$ cat src/rtl/counter_sched.sv
// counter_sched: round-robin arbiter sharing one up-counter among N_REQ timed-interval requesters
module counter_sched #(
  parameter int N_REQ = 4,
  parameter int WIDTH = 8
) (
  input  logic                   clk,
  input  logic                   rst_n,
  input  logic [N_REQ-1:0]       req,
  input  logic [N_REQ*WIDTH-1:0] dur,
  output logic [N_REQ-1:0]       gnt,
  output logic [N_REQ-1:0]       done,
  output logic [WIDTH-1:0]       count,
  output logic                   busy
);
  localparam int PW = $clog2(N_REQ);
  localparam logic [1:0] IDLE = 2'd0, RUN = 2'd1, DONE = 2'd2;
  logic [1:0]       state;
  logic [PW-1:0]    ptr, owner, win, idx;
  logic [WIDTH-1:0] ldur;
  logic [WIDTH-1:0] dur_a [N_REQ];
  for (genvar i = 0; i < N_REQ; i++) begin : g_dur
    assign dur_a[i] = dur[i*WIDTH +: WIDTH];
  end
  // descending scan so the requester closest to ptr is the last (winning) assignment
  always_comb begin
    win = '0;
    idx = '0;
    for (int k = N_REQ - 1; k >= 0; k--) begin
      idx = PW'((int'(ptr) + k) % N_REQ);
      if (req[idx]) win = idx;
    end
  end
  always_ff @(posedge clk or negedge rst_n) begin
    if (!rst_n) begin
      state <= IDLE;
      gnt   <= '0;
      done  <= '0;
      count <= '0;
      busy  <= 1'b0;
      ptr   <= '0;
      owner <= '0;
      ldur  <= '0;
    end else if (state == IDLE) begin
      if (|req) begin
        state      <= RUN;
        gnt        <= '0;
        gnt[win]   <= 1'b1;
        count      <= '0;
        busy       <= 1'b1;
        ldur       <= dur_a[win];
        owner      <= win;
        ptr        <= (int'(win) == N_REQ - 1) ? '0 : win + 1'b1;
      end
    end else if (state == RUN) begin
      if (!req[owner]) begin
        state <= IDLE;
        gnt   <= '0;
        busy  <= 1'b0;
      end else if (count == ldur - 1'b1) begin
        state       <= DONE;
        gnt         <= '0;
        done[owner] <= 1'b1;
      end else begin
        count <= count + 1'b1;
      end
    end else begin
      state <= IDLE;
      done  <= '0;
      busy  <= 1'b0;
    end
  end
endmodule
$ cat config.mk
export PLATFORM = sky130hd
export DESIGN_NAME = counter_sched
export DESIGN_NICKNAME = d
export VERILOG_FILES = /design/src/rtl/counter_sched.sv
export SDC_FILE = /design/constraint.sdc
export NUM_CORES = 1
export LEC_CHECK = 0
export CAP_MARGIN = 20
export CORE_UTILIZATION = 45
export DETAILED_ROUTE_END_ITERATION = 12
export GPL_ROUTABILITY_DRIVEN = 1
export PLACE_DENSITY = 0.76
export REMOVE_ABC_BUFFERS = 1
export SETUP_SLACK_MARGIN = 0.15
export SLEW_MARGIN = 0
export SYNTH_ARGS = -nofsm -noshare
export SYNTH_HDL_FRONTEND = slang
export SYNTH_SLANG_ARGS = --single-unit
$ cat constraint.sdc
create_clock -name clk -period 2.2 [get_ports clk]
set_input_delay 0.66 -clock clk [delete_from_list [all_inputs] [get_ports clk]]
set_output_delay 0.66 -clock clk [all_outputs]
set_load 0.05 [all_outputs]
==> results summary <==
The fraction of registers with async set/reset is 1.000. For the worst setup path, the data required time is 2400 ps. The critical path data arrival time came out at approximately 2200 ps. For the pin with the worst max-slew slack, the measured transition is between 400 and 500 ps. The maximum cell stage delay along the critical path came out at between 400 and 500 ps. The port buffer count is 54. The clock insertion delay at the later pin of the skew report came out at 280 ps.

The sequential cell area fraction in the yosys report came out at 0.4042. The signed area change from the synthesized netlist to the final layout is 52.87%. Walking the worst path, the cells encountered are dlygate4sd2_1 > mux4_2 > and2_4 > and2b_4 > nand2_2 > or4_1 > a21boi_1.

The area fraction of the dominant cell type after synthesis came out at 0.4042. The overall die area is roughly 4500 um^2. The sort of element at the end of the critical path is a register. The critical setup path kind is input port to register. The wire length of the first global-routing pass came out at 7.479 mm. The setup TNS came out at 0 ps. The static leakage power came out at roughly 0.0013 uW. The number of buffers created by CTS is 5. Clock-pin slew was measured on the worst setup and hold paths at 70 ps. In this run the number of H-tree levels came out at 2. Summed over all layers, the global routing overflow is 0. Setup repair after global routing could not meet its margin everywhere. The power per cell area is approximately 1300 nW/um^2. The met1 global-route usage came out at 0.2929. The initial antenna violation count is 0. The number of max-slew violations in the final report is 0. The die width came out at a little under 70 um. The count of hold-fix buffers inserted at cts came out at 0. The clock passes through at most 2 buffers. Across every metal layer, demand over resource in global routing totals 0.2231.

The kind of path behind the tightest hold check is register to register. The distinct cell type count after synthesis is 41. The number of vias after detailed routing came out at roughly 1,800. The top-level port count is 55. Clock skew on the completed layout was measured at approximately 8.6 ps. The met2 usage in global routing came out at 0.3638. The number of inserted filler cells in the final layout is 307. The worst-case setup slack after placement is -392.4 ps.

The cell sitting at the root of the clock tree is a sky130_fd_sc_hd__clkbuf_8. Before antenna repair, the detailed router went through 4 iterations. The critical-path maximum fanout is 5.

In the finished design, the share of the clock period the worst path needs comes to 0.9246. The post-DP HPWL is roughly 3.3 mm. The worst pin sits at a relative slew slack of 0.6779. The setup slack of the critical path after layout came out at 166.0 ps. The number of routed nets with antenna violations is 0. The max-cap violation count is 0. The antenna diode count came out at 0. The number of flops mapped to enable cells by yosys is 0. The count of state elements after synthesis is 31. The via count of the first global-routing pass is 1,636. The average cell area after synthesis is 9.743 um^2. The routability congestion estimate from global placement came out at between 0.8 and 0.9. The total clock sinks is 31. The maximum clock rate came out at between 0.4 and 0.5 GHz. At the end of the flow the core is filled with cells to 0.7231. The cell count after synthesis came out at between 150 and 200. The layout cell share with drive strength beyond 1 is 0.3058. The number of design rule violations left after detail routing came out at 0. The site row count came out at 23.

Entering global routing, the biggest net connects 32 pins. The height of the chip is 67.31 um. The count of yosys warnings during synthesis is 0. The largest vdd supply drop came out at approximately 0.63 mV. After detailed routing, the number of vias per cell comes to 5.360. The initial DRC count is around 120. After layout, the minimum clock period comes to between 2000 and 2500 ps. met2 is the most crowded layer. The slowest stage of the critical path belongs to the cell sky130_fd_sc_hd__or4_1. The core box area is between 4000 and 5000 um^2. For this run, global-route usage on met3 was measured as 0.04730. The smallest hold slack came out at between 500 and 600 ps. The final layout net count came out at ~320.

The initial utilization of the core area, before any placement, comes to 0.4730. The flow ran to the end, and the final reports show no timing, DRC or antenna violations. Summed over all instances, the cell type with the most area after synthesis is sky130_fd_sc_hd__dfrtp_1. Yosys attributes the largest share of cell area to sky130_fd_sc_hd__dfrtp_1, sky130_fd_sc_hd__mux2i_1, sky130_fd_sc_hd__mux2_2.

The hold violation total from the final report came to 0. In the synthesized netlist the dominant register cell turns out to be sky130_fd_sc_hd__dfrtp_1. The type of origin of the critical path is an input port. The post-synthesis instance area came out at roughly 1900 um^2. TritonCTS built the clock tree. The final layout contains routed wiring with a total length of 4.690 mm. The number of setup violations in the final report is 0. Dividing the detail-routed wire length by the instance count gives around 14 um.
## critical path, delay by kind of cell
| family | cells | cell delay, ps |
|---|---|---|
| AND/OR/NAND/NOR | 4 | 860 |
| buffers and inverters | 1 | 280 |
| multiplexers | 1 | 270 |
| AO/OA/AOI/OAI | 1 | 160 |
## registers in the layout, summed over array words and instances, names as in the netlist
| signal | flops |
|---|---|
| ptr | 2 |
| done | 4 |
| busy | 1 |
| count | 8 |
| ldur | 8 |
| gnt | 4 |
| state | 2 |
| owner | 2 |
## area by class of cell
cell class / count / area, um^2 / share of cell area
Inverter: 18 / 67.56 / 0.02303
Timing Repair Buffer: 82 / 740.7 / 0.2525
Multi-Input combinational cell: 139 / 1170 / 0.3987
Tap cell: 50 / 62.56 / 0.02132
Clock inverter: 2 / 35.03 / 0.01194
Clock buffer: 6 / 82.58 / 0.02815
Sequential cell: 31 / 775.7 / 0.2644
## per-stage QoR
step	total power (uW)	std cells	area, um^2
floorplan	2201	188	1869
global placement	2849	313	2626
detailed placement	2881	313	2626
CTS	3550	324	2799
global route	4005	328	2934
finish	3734	328	2934
## what timing repair did
action	in CTS	in global routing
buffers inserted	3	4
hold endpoints to repair	0	0
gates resized for setup	14	20
pin swaps	2	7
endpoints found under the setup margin	31	25
## cell families (layout without fill, tap and decap cells)
group,after synthesis,count (layout),share of synthesized area
AND/OR/NAND/NOR,52,52,0.1395
AO/OA/AOI/OAI,45,45,0.1623
flip-flops,31,31,0.4042
buffers and inverters,27,108,0.06127
multiplexers,26,26,0.1480
XOR/XNOR,10,10,0.04564
adder cells (fa/ha/maj),6,6,0.03911
## cells in the final DEF (no fill, tap or decap), types with 2 or more instances in the layout
| master | instances |
|---|---|
| sky130_fd_sc_hd__xor2_1 | 2 |
| sky130_fd_sc_hd__nor2_1 | 8 |
| sky130_fd_sc_hd__nor4_2 | 2 |
| sky130_fd_sc_hd__o31ai_1 | 9 |
| sky130_fd_sc_hd__dlygate4sd2_1 | 6 |
| sky130_fd_sc_hd__xnor2_1 | 8 |
| sky130_fd_sc_hd__clkbuf_8 | 6 |
| sky130_fd_sc_hd__a31oi_1 | 2 |
| sky130_fd_sc_hd__inv_2 | 2 |
| sky130_fd_sc_hd__nand2_4 | 2 |
| sky130_fd_sc_hd__o22ai_1 | 4 |
| sky130_fd_sc_hd__dfrtp_1 | 31 |
| sky130_fd_sc_hd__nor2b_1 | 2 |
| sky130_fd_sc_hd__buf_4 | 39 |
| sky130_fd_sc_hd__nor3_1 | 3 |
| sky130_fd_sc_hd__ha_1 | 4 |
| sky130_fd_sc_hd__clkdlybuf4s50_1 | 33 |
| sky130_fd_sc_hd__o32ai_2 | 4 |
| sky130_fd_sc_hd__nand2_1 | 17 |
| sky130_fd_sc_hd__a22oi_1 | 12 |
| sky130_fd_sc_hd__inv_1 | 15 |
| sky130_fd_sc_hd__ha_4 | 2 |
| sky130_fd_sc_hd__or3_4 | 2 |
| sky130_fd_sc_hd__nor3_2 | 2 |
| sky130_fd_sc_hd__mux2i_1 | 16 |
| sky130_fd_sc_hd__nand4_1 | 2 |
| sky130_fd_sc_hd__a21oi_1 | 6 |
| sky130_fd_sc_hd__buf_12 | 3 |
| sky130_fd_sc_hd__mux2_2 | 9 |
## report_power, final
part,switching (uW),internal [uW],leakage [uW]
registers,240,777,0.000385
logic,1120,1010,0.000876
clock network,217,366,0.0000612
## metal layers
| metal | vias to the layer above | share of wire |
|---|---|---|
| met5 | - | 0 |
| met4 | 0 | 0.012 |
| met3 | 7 | 0.033 |
| met2 | 44 | 0.50 |
| met1 | 832 | 0.46 |
| li1 | 875 | - |
## cells in the mapped netlist (all sizes together), types with 3 or more instances
cell / n
mux2: 9
inv: 17
a21oi: 7
o32ai: 4
mux2i: 16
a22oi: 12
nand2: 20
nor2: 8
o22ai: 5
nor3: 5
dfrtp: 31
xnor2: 8
or3: 3
o31ai: 10
ha: 6
buf: 9
## worst paths after layout
path / to / start / cells after the start / slack (ps)
worst min-delay path: ptr[0]$_DFFE_PN0P_ / ptr[0]$_DFFE_PN0P_ / 2 / 530
max in group asynchronous: count[2]$_DFFE_PN0P_ / rst_n / 2 / 1140
worst min register to register: ptr[0]$_DFFE_PN0P_ / ptr[0]$_DFFE_PN0P_ / 2 / 530
worst max register to register: count[6]$_DFFE_PN0P_ / ldur[1]$_DFFE_PN0P_ / 7 / 180
min in group asynchronous: ldur[4]$_DFFE_PN0P_ / rst_n / 2 / 760
worst max-delay path: count[6]$_DFFE_PN0P_ / req[2] / 7 / 170
(Power assumes the default switching activity.)
